==> config.mk <==
export PLATFORM = sky130hd
export DESIGN_NAME = shift_result_display
export DESIGN_NICKNAME = d
export VERILOG_FILES = /design/src/rtl/shift_result_display.sv
export SDC_FILE = /design/constraint.sdc
export NUM_CORES = 1
export LEC_CHECK = 0
export CAP_MARGIN = 20
export CORE_UTILIZATION = 40
export CTS_CLUSTER_SIZE = 20
export DETAILED_ROUTE_END_ITERATION = 8
export GPL_TIMING_DRIVEN = 0
export HOLD_SLACK_MARGIN = 0.02
export PLACE_DENSITY_LB_ADDON = 0.1
export SLEW_MARGIN = 20
export SYNTH_ARGS = -nofsm -noshare
export SYNTH_HDL_FRONTEND = slang
export SYNTH_SLANG_ARGS = --single-unit
==> constraint.sdc <==
create_clock -name clk -period 1.7 [get_ports clk]
set_input_delay 0.34 -clock clk [delete_from_list [all_inputs] [get_ports clk]]
set_output_delay 0.34 -clock clk [all_outputs]
set_load 0.005 [all_outputs]
==> src/rtl/shift_result_display.sv <==
// -----------------------------------------------------------------------------
// shift_result_display
//
// Captures the 8-bit result of the 4x4 left-shifter on a load pulse and
// converts it to three BCD digits with a sequential double-dabble engine
// (one iteration per clock, eight clocks per conversion). The last completed
// conversion drives a 4-digit multiplexed, active-low seven-segment display
// with leading-zero blanking.
//
// Ports:
//   clk        in   1   system clock, rising edge
//   rst_n      in   1   asynchronous active-low reset
//   result_in  in   8   unsigned shifter result, sampled only when accepted
//   load       in   1   single-cycle capture request (ignored while busy)
//   busy       out  1   high while a conversion is in progress
//   bcd_out    out  12  {hundreds, tens, ones} of the last completed conversion
//   seg        out  7   segment drive {g,f,e,d,c,b,a}, active-low
//   an         out  4   digit enables, active-low one-hot; an[0] = ones digit
//   dp         out  1   decimal point, active-low, permanently off
//
// Parameters:
//   REFRESH_CNT  clock cycles each digit stays enabled (>= 2)
// -----------------------------------------------------------------------------
module shift_result_display #(
    parameter int REFRESH_CNT = 100000
) (
    input  logic        clk,
    input  logic        rst_n,
    input  logic [7:0]  result_in,
    input  logic        load,
    output logic        busy,
    output logic [11:0] bcd_out,
    output logic [6:0]  seg,
    output logic [3:0]  an,
    output logic        dp
);

    localparam int              CNT_W        = (REFRESH_CNT > 1) ? $clog2(REFRESH_CNT) : 1;
    localparam logic [CNT_W-1:0] REFRESH_LAST = CNT_W'(REFRESH_CNT - 1);
    localparam logic [6:0]      SEG_BLANK    = 7'h7F;

    typedef enum logic {
        IDLE    = 1'b0,
        CONVERT = 1'b1
    } state_e;

    // -------------------------------------------------------------------------
    // Registers
    // -------------------------------------------------------------------------
    state_e           state_q,   state_d;
    logic [19:0]      shift_q,   shift_d;    // {hundreds, tens, ones, binary}
    logic [2:0]       iter_q,    iter_d;
    logic             busy_q,    busy_d;
    logic [11:0]      bcd_q,     bcd_d;
    logic [CNT_W-1:0] refresh_q, refresh_d;
    logic [1:0]       digit_q,   digit_d;

    // -------------------------------------------------------------------------
    // Helpers
    // -------------------------------------------------------------------------
    // Double-dabble correction: a nibble >= 5 would overflow past 9 when
    // doubled, so add 3 before the shift to carry into the next decade.
    function automatic logic [3:0] dd_adjust(input logic [3:0] nib);
        return (nib >= 4'd5) ? 4'(nib + 4'd3) : nib;
    endfunction

    // Active-low {g,f,e,d,c,b,a}; non-BCD codes are unreachable and go dark.
    function automatic logic [6:0] seg_decode(input logic [3:0] nib);
        logic [6:0] code;
        case (nib)
            4'd0:    code = 7'h40;
            4'd1:    code = 7'h79;
            4'd2:    code = 7'h24;
            4'd3:    code = 7'h30;
            4'd4:    code = 7'h19;
            4'd5:    code = 7'h12;
            4'd6:    code = 7'h02;
            4'd7:    code = 7'h78;
            4'd8:    code = 7'h00;
            4'd9:    code = 7'h10;
            default: code = SEG_BLANK;
        endcase
        return code;
    endfunction

    // -------------------------------------------------------------------------
    // Conversion datapath: one double-dabble iteration
    // -------------------------------------------------------------------------
    logic [19:0] adjusted;
    logic [19:0] iterated;

    always_comb begin
        adjusted = {dd_adjust(shift_q[19:16]),
                    dd_adjust(shift_q[15:12]),
                    dd_adjust(shift_q[11:8]),
                    shift_q[7:0]};
        iterated = {adjusted[18:0], 1'b0};
    end

    // -------------------------------------------------------------------------
    // Conversion FSM: next state
    // -------------------------------------------------------------------------
    // NOTE: every signal assigned here gets a default first, so no path can
    // leave one unassigned and infer a latch.
    always_comb begin
        state_d = state_q;
        shift_d = shift_q;
        iter_d  = iter_q;
        busy_d  = busy_q;
        bcd_d   = bcd_q;

        unique case (state_q)
            IDLE: begin
                if (load) begin
                    shift_d = {12'b0, result_in};
                    iter_d  = 3'd0;
                    busy_d  = 1'b1;
                    state_d = CONVERT;
                end
            end
            CONVERT: begin
                // load is deliberately not looked at here: requests that
                // arrive mid-conversion are dropped, not queued.
                shift_d = iterated;
                iter_d  = iter_q + 3'd1;
                if (iter_q == 3'd7) begin
                    bcd_d   = iterated[19:8];
                    busy_d  = 1'b0;
                    state_d = IDLE;
                end
            end
            default: state_d = IDLE;
        endcase
    end

    // -------------------------------------------------------------------------
    // Display refresh: free-running, independent of conversion activity
    // -------------------------------------------------------------------------
    always_comb begin
        refresh_d = refresh_q + CNT_W'(1);
        digit_d   = digit_q;
        if (refresh_q == REFRESH_LAST) begin
            refresh_d = '0;
            digit_d   = digit_q + 2'd1;   // 3 -> 0 by natural wrap
        end
    end

    // -------------------------------------------------------------------------
    // State registers
    // -------------------------------------------------------------------------
    // NOTE: sequential state uses non-blocking assignments so every register
    // samples the pre-edge values, independent of statement order.
    always_ff @(posedge clk or negedge rst_n) begin
        if (!rst_n) begin
            state_q   <= IDLE;
            shift_q   <= '0;
            iter_q    <= '0;
            busy_q    <= 1'b0;
            bcd_q     <= '0;
            refresh_q <= '0;
            digit_q   <= '0;
        end else begin
            state_q   <= state_d;
            shift_q   <= shift_d;
            iter_q    <= iter_d;
            busy_q    <= busy_d;
            bcd_q     <= bcd_d;
            refresh_q <= refresh_d;
            digit_q   <= digit_d;
        end
    end

    // -------------------------------------------------------------------------
    // Display decode: pure function of registered digit index and bcd_q
    // -------------------------------------------------------------------------
    logic [3:0] hundreds;
    logic [3:0] tens;
    logic [3:0] ones;

    assign hundreds = bcd_q[11:8];
    assign tens     = bcd_q[7:4];
    assign ones     = bcd_q[3:0];

    always_comb begin
        an  = 4'b1111;
        seg = SEG_BLANK;
        case (digit_q)
            2'd0: begin
                an  = 4'b1110;
                seg = seg_decode(ones);
            end
            2'd1: begin
                an  = 4'b1101;
                // A zero tens digit is significant when hundreds is non-zero.
                seg = (hundreds == 4'd0 && tens == 4'd0) ? SEG_BLANK : seg_decode(tens);
            end
            2'd2: begin
                an  = 4'b1011;
                seg = (hundreds == 4'd0) ? SEG_BLANK : seg_decode(hundreds);
            end
            default: begin
                an  = 4'b1111;
                seg = SEG_BLANK;
            end
        endcase
    end

    assign busy    = busy_q;
    assign bcd_out = bcd_q;
    assign dp      = 1'b1;

endmodule
# Yosys cells after proc, flatten, opt, wreduce, memory -nomap -nowiden
# Memories as Yosys holds them, arrays and structs flattened.
# Index checks and enable logic that the tools add are counted.
# word_totals
rom_bits,336
input_bits,11
n_memories,3
ff_bits,56
out_inout_bits,25
# memory_table
memory,depth,word_bits,rd,rd_clocked_by_memory_dff,write_ports,line_no,text
(no name shown),16,7,1,0,0,70,case (nib)
(no name shown),16,7,1,0,0,70,
(no name shown),16,7,1,0,0,70,
# classes
mux,18
n_eq_ne,6
magnitude_cmp,3
n_bitwise,1
reduce_logical,6
n_addsub,6
# op_table
operator,count
$pmux W20 S2,1
$pmux W7 S3,1
$mux W20,1
$add A17 B1 Y17 const B,1
$eq A17 B17 Y1 const B,1
$mux W17,1
$mux W7,2
$ge A4 B3 Y1 const B,3
$pmux W3 S3,1
$add A4 B2 Y4 const B,2
$logic_not A4 Y1,2
$mux W4,2
$mux W3,2
$pmux W3 S2,1
$mux W1,4
$pmux W1 S2,2
$reduce_and A2 Y1,2
$add A3 B1 Y3 const B,1
$add A3 B2 Y3 const B,1
$eq A3 B3 Y1 const B,1
$add A2 B1 Y2 const B,1
$eq A2 B1 Y1 const B,1
$eq A2 B2 Y1 const B,1
$logic_not A2 Y1,1
other kinds (4),4

# Logic depth before layout (Yosys ltp)
# Gate-level depths: netlist of run 1.
# depth
depth_word,4
ltp_mapped,6
ltp_nobuf,6

# Least setup slack after synthesis of run 1
# Ideal clock, no wire load.
# synth_timing
path_kind,register to output
from,"register bcd_q[9], in the netlist bcd_out[9]"
to,output seg[4]
required_time_ps,1360
slack_ps,-232
arrival_time_ps,1592
stages_incl_launch_ff,7
n_path_buf,0
path_cell_list,dfrtp_1 > inv_1 > ha_1 > and4bb_2 > or3_1 > o2111ai_1 > nand4b_1
# synth_via
elab_chain_len,4
# synth_rtl
item,line_no,text
from (decl),54,"logic [11:0] bcd_q, bcd_d;"
from (signal assigned),159,bcd_q <= '0;
from (signal assigned),167,bcd_q <= bcd_d;
"parallel branches: the longest is 3 deep, another holds $mem_v2 Z16 W7",-,
$pmux W7 S3 (*),187,case (digit_q)
to (decl),33,"output logic [6:0] seg,"
# Every way passes the cells marked *.

# Worst setup path after layout of run 1
# Same ends and word-level chain as after synthesis.

==> results of run 1 <==
-- cell usage after synthesis, types with 3 or more instances --
master	instances	area [um2]
o211ai_1	3	22.5
nand4_1	5	31.3
nor2_1	21	78.8
a21oi_1	12	60.1
ha_1	32	400
xor2_1	3	26.3
dfrtp_1	56	1400
buf_1	3	11.3
nand2_1	36	135
xnor2_1	17	149
o31ai_1	4	30.0
nand3_1	7	35.0
nor3_1	3	15.0
nor2b_1	5	31.3
mux2_2	5	56.3
a21o_1	7	52.6
mux2i_1	21	210
o21ai_0	28	140
a22o_1	3	26.3
clkbuf_1	12	45.0
nand2b_1	16	100
inv_1	19	71.3
nor3b_1	7	52.6
nand4b_1	3	26.3
and3_1	3	18.8
-- flip-flops by register name, summed over array words and instances, names as in the netlist --
name	count
state_q	1
busy	1
shift_q	20
digit_q	2
bcd_out	12
refresh_q	17
iter_q	3
-- through the flow --
stage	power, W	utilization
finish	0.00675	0.540
global route	0.00735	0.540
detailed placement	0.00537	0.478
global placement	0.00528	0.476
CTS	0.00664	0.527
floorplan	0.00419	-
-- kinds of logic after synthesis --
kind of cell | Yosys count | synth area share
muxes | 26 | 0.0768
DFF | 56 | 0.404
other | 1 | 0.00108
adders and majority gates | 32 | 0.115
AOI/OAI and AO/OA | 70 | 0.126
xor gates and xnor gates | 20 | 0.0505
and+or+nand+nor | 118 | 0.182
buffers and inverters | 37 | 0.0444
-- area by class of cell --
class / count / area, um2
plain buffers: 17 / 91.3
fillers: 777 / 3810
inverters: 19 / 73.8
repair buffers: 64 / 577
well taps: 105 / 131
flip-flops and latches: 56 / 1410
clock buffers: 7 / 96.3
clock inverters: 1 / 30.0
multi-input cells: 268 / 2080
-- worst paths after layout --
check                              startpoint            to  slack, ps
worst max-delay path               bcd_out[9]        seg[4]       -560
worst min-delay path                    rst_n    shift_q[4]        480
worst max register to register  refresh_q[12]    digit_q[1]       -120
worst min register to register   refresh_q[4]  refresh_q[4]        500
max in group asynchronous               rst_n    bcd_out[5]        730
min in group clk                 refresh_q[4]  refresh_q[4]        500
-- power breakdown --
group          leakage (nW)  internal, W  switching [W]
clock network        0.0645     0.000520       0.000416
logic                  1.29      0.00190        0.00185
registers             0.710      0.00174       0.000323
-- critical path: cells and delay by family, from the launching register on --
kind / cells / cell delay, ps
AOI/OAI and AO/OA: 1 / 160
adders and majority gates: 1 / 160
buffers and inverters: 2 / 210
DFF: 1 / 390
and+or+nand+nor: 3 / 700
-- metal layers --
layer,vias up,GRT usage,routed length [um]
met2,49,0.286,3520
met5,-,0,0
met3,7,0.0239,201
li1,1380,-,-
met4,0,0.0492,101
met1,1301,0.249,3690
-- timing repair --
action,in CTS,in global routing
setup endpoints to repair,35,37
pin swaps,13,11
endpoints found under the hold margin,27,0
setup buffers,23,7
gates cloned,1,0
gates resized for setup,74,31
hold buffers,1,0
==> results.cfg, run 1 <==
[worst_setup_path]
cp_slowest_stage_delay_ps = 390
rr_worst_depth = 4
required_ps = 1360
start_kind = flip-flop
critical_path_class = flip-flop to primary output
crit_chain = inv_2 -> ha_4 -> and4bb_2 -> or3_4 -> o2111ai_2 -> nand4b_1 -> buf_2
cp_slowest_cell = dfrtp_2
cp.arrival_ps = 1920
critPathCaptureType = primary output
crit_fanout = 3

[power_and_ir_drop]
peakVddDrop_mv = 0.598
p_leak_nw = 2.06
powerDensity_nw_per_um2 = 1510

[placement]
dpl_cell_area_um2 = 3970
dpl.hpwl_mm = 5.24
pre_cts_ws_ps = -731
dpl.cell_count = 500
gp_congestion = 0.795
portBuffers = 33

[layout]
synthToLayoutAreaGrowth_pct = 29.3
nNetsFinal = 474
fin_area_um2 = 4480
final_layout_size_suffix_gt1_frac = 0.241
layout_commonest_cell = dfrtp_1
antennaDiodeCount = 0
finalNonFillerCells = 537
mostFrequentLayoutCells = dfrtp_1, nand2_1, ha_1, o21ai_0, buf_4

[timing]
holdWs_ps = 485
finalMaxSlewViolations = 0
skew_ps = 3.97
rsz0062_at_grt = true
max_freq_ghz = 0.442
max-slew-margin-rel = 0.584
final_hold_viol_count = 0
worstMarginPinSlew_ps = 624
setup_viol = 14
post-route-min-period_ps = 2260
fin_ws_ps = -561
period_share = 1.33
tns_ps = -3610

[drt]
drc = 0
vias = 2737
ant_nets = 0
wl_mm = 7.51
routedWlPerCell_um = 14.0
dr.pass1.iters = 4
viasPerCell = 5.10
first_iter_violations = 90

[synth]
synth_edf_count = 0
yosys_warnings = 0
netlist_instances = 360
async_flop_share = 1.00
synth-seq-cells = 56
syn_area_um2 = 3470
yosysSeqAreaShare = 0.404
synth_top_flop_cell = dfrtp_1
avgSynthCellArea_um2 = 9.63
yosysUniqueCellTypes = 47

[die]
fp.dieArea_um2 = 9050
core_um2 = 8300
die_h_um = 95.1
initial_core_util = 0.418
die_x_um = 95.1
io_pins = 36
num_rows = 33

[grt]
grt_pass1_wl_mm = 12.7
first_global_vias = 2676
grt_usage = 0.178
grt_remaining_overflow = 0
grt_max_degree = 30
antenna_found_initial = 0

[clock_tree]
clock_latency_ps = 300
h-tree-depth = 2
path_clk_slew_ps = 100
root_buffer = clkbuf_8
cts_buffer_depth = 2
clock-sinks = 56
numCtsBuffers = 5
cts_tree = done

[run_status]
violations = negative setup slack
status = complete, but fails checks

[job]
cap_viol_max_count = 0

[min_path]
min_path_type = input pin to async pin
Note: power is estimated with default switching activity, not from simulation.
==> run 2: changes to the inputs <==
- ABC_CLOCK_PERIOD_IN_PS: unset -> 1700
==> results of run 2 <==
Final layout, timing and power as in run 1 (identical DEF).
==> edit 1: new RTL, flow settings as in run 1 <==
`shift_q` and `refresh_q` no longer have a reset.
--- a/src/rtl/shift_result_display.sv
+++ b/src/rtl/shift_result_display.sv
@@ -153,21 +153,22 @@
     always_ff @(posedge clk or negedge rst_n) begin
         if (!rst_n) begin
             state_q   <= IDLE;
-            shift_q   <= '0;
             iter_q    <= '0;
             busy_q    <= 1'b0;
             bcd_q     <= '0;
-            refresh_q <= '0;
             digit_q   <= '0;
         end else begin
             state_q   <= state_d;
-            shift_q   <= shift_d;
             iter_q    <= iter_d;
             busy_q    <= busy_d;
             bcd_q     <= bcd_d;
-            refresh_q <= refresh_d;
             digit_q   <= digit_d;
         end
+    end
+
+    always_ff @(posedge clk) begin
+        shift_q   <= shift_d;
+        refresh_q <= refresh_d;
     end
 
     // -------------------------------------------------------------------------
Formal check against the unedited RTL: no difference found for any inputs over 10 cycles, from zero or initial values and one cycle with rst_n low; that may be too few to reach the edited logic, so the function may still have changed.
==> edit 1 against run 1 <==
- the flow still finishes with violations (negative setup slack)
- die area down 4.3%
- worst setup slack improved by 0.096 ns
- routed wire length is 8.7% lower
- clock skew increased by 0.0090 ns
- sequential cell count did not move
- power increased by 3.2%
- sequential share of layout area up 2.0 points
- synthesized cell count is 7.5% lower
- via count is 7.9% lower
- synthesized area down 4.4%
- maximum frequency grew 4.4%
- count of clock-buffer cells in the layout is 2 lower
- cell area down 4.4%
- critical path type unchanged
==> edit 1: results (changes against run 1) <==
| Metric | Value |
|---|---|
| Outcome | `finished with violations` |
| Violations in the final reports | `negative setup slack` |
| Multi-In Gates | `241 (-10%)` |
| Clock network fraction of total power | `10.6% (-3.3 points)` |
| Met3 track demand over resource | `2.28% (-0.12 points)` |
| Commonest cells post-synth | `sky130_fd_sc_hd__ha_1 (32), sky130_fd_sc_hd__nor2_1 (25), sky130_fd_sc_hd__inv_1 (24), sky130_fd_sc_hd__o21ai_0 (24), sky130_fd_sc_hd__edfxtp_1 (20)` |
| Number of synthesized flops with an enable pin | `20 (+20)` |
| Leakage component of the power | `0.00182 uW (-12%)` |
| Number of nets in the layout | `449 (-5.3%)` |
| Combinational gate power | `3960 uW (+5.6%)` |
| Dpl ws | `-0.729 ns (+0.00221 ns)` |
| Number of unique standard cell types used by synthesis | `43 (-8.5%)` |
| M1 WL | `3.41 mm (-7.6%)` |
| Max stage delay cell, worst path | `sky130_fd_sc_hd__dfrtp_1` |
| Inverters, non-clock | `25 (+6)` |
| Pin count of the biggest net entering global routing | `20 (-33%)` |
| Area fraction of clock buffers and clock inverters | `2.13% (-0.69 points)` |
| Part of the total power dissipated in combinational logic | `56.8% (+1.2 points)` |
| DR WL met3 | `204 microns (+1.5%)` |
| Relative slew margins | `39.5% (-19 points)` |
| Post-synth ARST share | `33.9% (-66 points)` |
| Final Worst Setup Slack | `-0.465 ns (+0.0959 ns)` |
| Routed wire length on met2 | `3.20 mm (-9.1%)` |
| GRT Total Usage | `16.5% (-1.3 points)` |
| Post-synthesis xor/xnor area fraction | `5.28% (+0.23 points)` |
| Setup violation total in the final timing report | `7 (-7)` |
| Crit-path max cell delay | `0.41 ns (+0.02 ns)` |
| Sequential cell count | `56 (unchanged)` |
| Share of the yosys chip area belonging to registers | `42.7% (+2.3 points)` |
| Initial DRC count | `81 (-10%)` |
| Mux share of post-synthesis cell area | `6.60% (-1.1 points)` |
| Hpwl dp | `4.66 mm (-11%)` |
| Sequential Area | `1430 sq um (+1.8%)` |
edit 1: changes by cell type after synthesis, moves of 12 or more:
cell	run 1	this run
sky130_fd_sc_hd__dfxtp_1	0	17
sky130_fd_sc_hd__edfxtp_1	0	20
sky130_fd_sc_hd__dfrtp_1	56	19
sky130_fd_sc_hd__nand2b_1	16	4
sky130_fd_sc_hd__mux2i_1	21	5
sky130_fd_sc_hd__nand2_1	36	16
edit 1: what timing repair did:
| action | in CTS | in global routing |
|---|---|---|
| pin swaps | 15 | 7 |
| resized for setup | 78 | 44 |
| endpoints found under the setup margin | 40 | 46 |
| setup buffers | 17 | 15 |
| gates cloned | 1 | 0 |
edit 1: through the flow:
| step | std cells | hold slack (ns) | cell area [sq um] |
|---|---|---|---|
| 2_1_floorplan | 334 | 0.0444 | 3330 |
| 3_3_place_gp | 469 | 0.469 | 3790 |
| 3_5_place_dp | 469 | 0.465 | 3790 |
| 4_1_cts | 495 | 0.491 | 4080 |
| 5_1_grt | 509 | 0.514 | 4290 |
| 6_report | 509 | 0.491 | 4290 |
edit 1: worst paths after layout:
| path | cells after the start | endpoint | start | slack, ns |
|---|---|---|---|---|
| max | 6 | seg[4] | bcd_out[10]$_DFFE_PN0P_ | -0.47 |
| min | 1 | refresh_q[0]$_SDFF_PN0_ | refresh_q[0]$_SDFF_PN0_ | 0.49 |
| max reg2reg | 3 | digit_q[1]$_DFFE_PN0N_ | refresh_q[11]$_SDFF_PN0_ | 0.01 |
| min reg2reg | 1 | refresh_q[0]$_SDFF_PN0_ | refresh_q[0]$_SDFF_PN0_ | 0.49 |
| max in group asynchronous | 1 | bcd_out[4]$_DFFE_PN0P_ | rst_n | 0.55 |
| min in group asynchronous | 1 | busy$_DFFE_PN0P_ | rst_n | 0.52 |
==> edit 2: new RTL, config.mk and constraints of run 1 <==
Made on the original files. `REFRESH_CNT`: 100000 -> 400000.
--- a/src/rtl/shift_result_display.sv
+++ b/src/rtl/shift_result_display.sv
@@ -22,7 +22,7 @@
 //   REFRESH_CNT  clock cycles each digit stays enabled (>= 2)
 // -----------------------------------------------------------------------------
 module shift_result_display #(
-    parameter int REFRESH_CNT = 100000
+    parameter int REFRESH_CNT = 400000
 ) (
     input  logic        clk,
     input  logic        rst_n,
Behaviour: same outputs for any inputs over 10 cycles, from zero or initial values and one cycle with rst_n low; that may be too few to reach the edited logic, so the function may still have changed.
==> edit 2 against run 1 <==
- the run ends with design-rule violations, negative setup slack left
- count of clock-buffer cells in the layout increased by 5
- power is 11% higher
- maximum frequency down 5.5%
- cell area increased by 8.7%
- clock power is 39% higher
- synthesized area rose by 6.6%
- sequential cell count grew 2
- routed wire length up 12%
- worst setup slack worse by 0.13 ns
- utilization is 1.1 points higher
- via count is 8.3% higher
- largest power group unchanged
==> edit 2: results (changes against run 1) <==
| Metric | Value |
|---|---|
| Cell area after placement | `4210 sq um (+6.0%)` |
| Worst R2R Setup Slack | `0.11 ns (+0.23 ns)` |
| Reg-to-Reg Start | `iter_q[0]$_DFFE_PN0P_` |
| Violations in the final reports | `design-rule violations, negative setup slack` |
| Combinational gate power | `4060 uW (+8.3%)` |
| Area fraction of clock buffers and clock inverters | `4.21% (+1.4 points)` |
| Worst Skew | `0.00683 ns (+0.00286 ns)` |
| Multi-input combinational cell area | `2310 sq um (+11%)` |
| Total number of vias | `2965 (+8.3%)` |
| Non-clock buffer contribution to total cell area | `13.8% (-1.1 points)` |
| FF-to-FF End | `bcd_out[6]$_DFFE_PN0P_` |
| Synth top area cells | `sky130_fd_sc_hd__dfrtp_1 (39%), sky130_fd_sc_hd__ha_1 (11%), sky130_fd_sc_hd__mux2i_1 (5.7%)` |
| DRT Pass-1 Iters | `6 (+2)` |
| Flop pwr share | `28.4% (-2.1 points)` |
| Final Worst Setup Slack | `-0.692 ns (-0.131 ns)` |
| Endpoint arrival time on the critical path | `2.05 ns (+0.13 ns)` |
| Setup TNS after final layout | `-3.75 ns (-0.135 ns)` |
| DRC violations left | `5 (+5)` |
| Clock latency on the worst-skew pair | `0.33 ns (+0.03 ns)` |
| Number of nets in the layout | `503 (+6.1%)` |
| Endpoint of the most critical setup path | `seg[0]` |
| Sequential portion of the cell area | `29.9% (-1.5 points)` |
| Fraction of layout instances using a drive strength above 1 | `30.1% (+6.0 points)` |
| Clk_buf instances | `12 (+5)` |
| Share of the yosys chip area belonging to registers | `39.2% (-1.2 points)` |
| Setup violation total in the final timing report | `9 (-5)` |
| Worst vdd ir | `0.000622 V (+4.1%)` |
| CTS-repair resized insts | `68 (-8.1%)` |
| Last weighted congestion value of the routability-driven placer | `0.838 (+5.4%)` |
| Outcome | `finished with violations` |
| Hpwl dp | `5.72 mm (+9.2%)` |
## edit 2: cell types whose count changed after synthesis, moves of 4 or more
cell / change
sky130_fd_sc_hd__nor2_1: +7
sky130_fd_sc_hd__buf_2: +5
sky130_fd_sc_hd__a21oi_1: +4
sky130_fd_sc_hd__inv_1: +4
## edit 2: per-layer routing
| metal | share of wire (%) | global-route usage [%] | up-vias |
|---|---|---|---|
| li1 | - | - | 1497 |
| met4 | 2.2 | 8.50 | 0 |
| met3 | 3.0 | 2.65 | 15 |
| met2 | 45 | 28.6 | 48 |
| met1 | 49 | 25.4 | 1405 |
| met5 | 0 | 0 | - |
## edit 2: kinds of logic (layout without fill, tap and decap cells)
logic type               count (synthesis)  count (layout)  synth area share (%)
AO/OA/AOI/OAI                           76              76                  13.1
XOR/XNOR                                20              20                  4.74
adder cells (fa/ha/maj)                 32              32                  10.8
buffers and inverters                   40             122                  4.53
flip-flops                              58              58                  39.2
multiplexers                            26              26                  7.31
other                                    1               2                 0.101
AND/OR/NAND/NOR                        129             129                  20.2
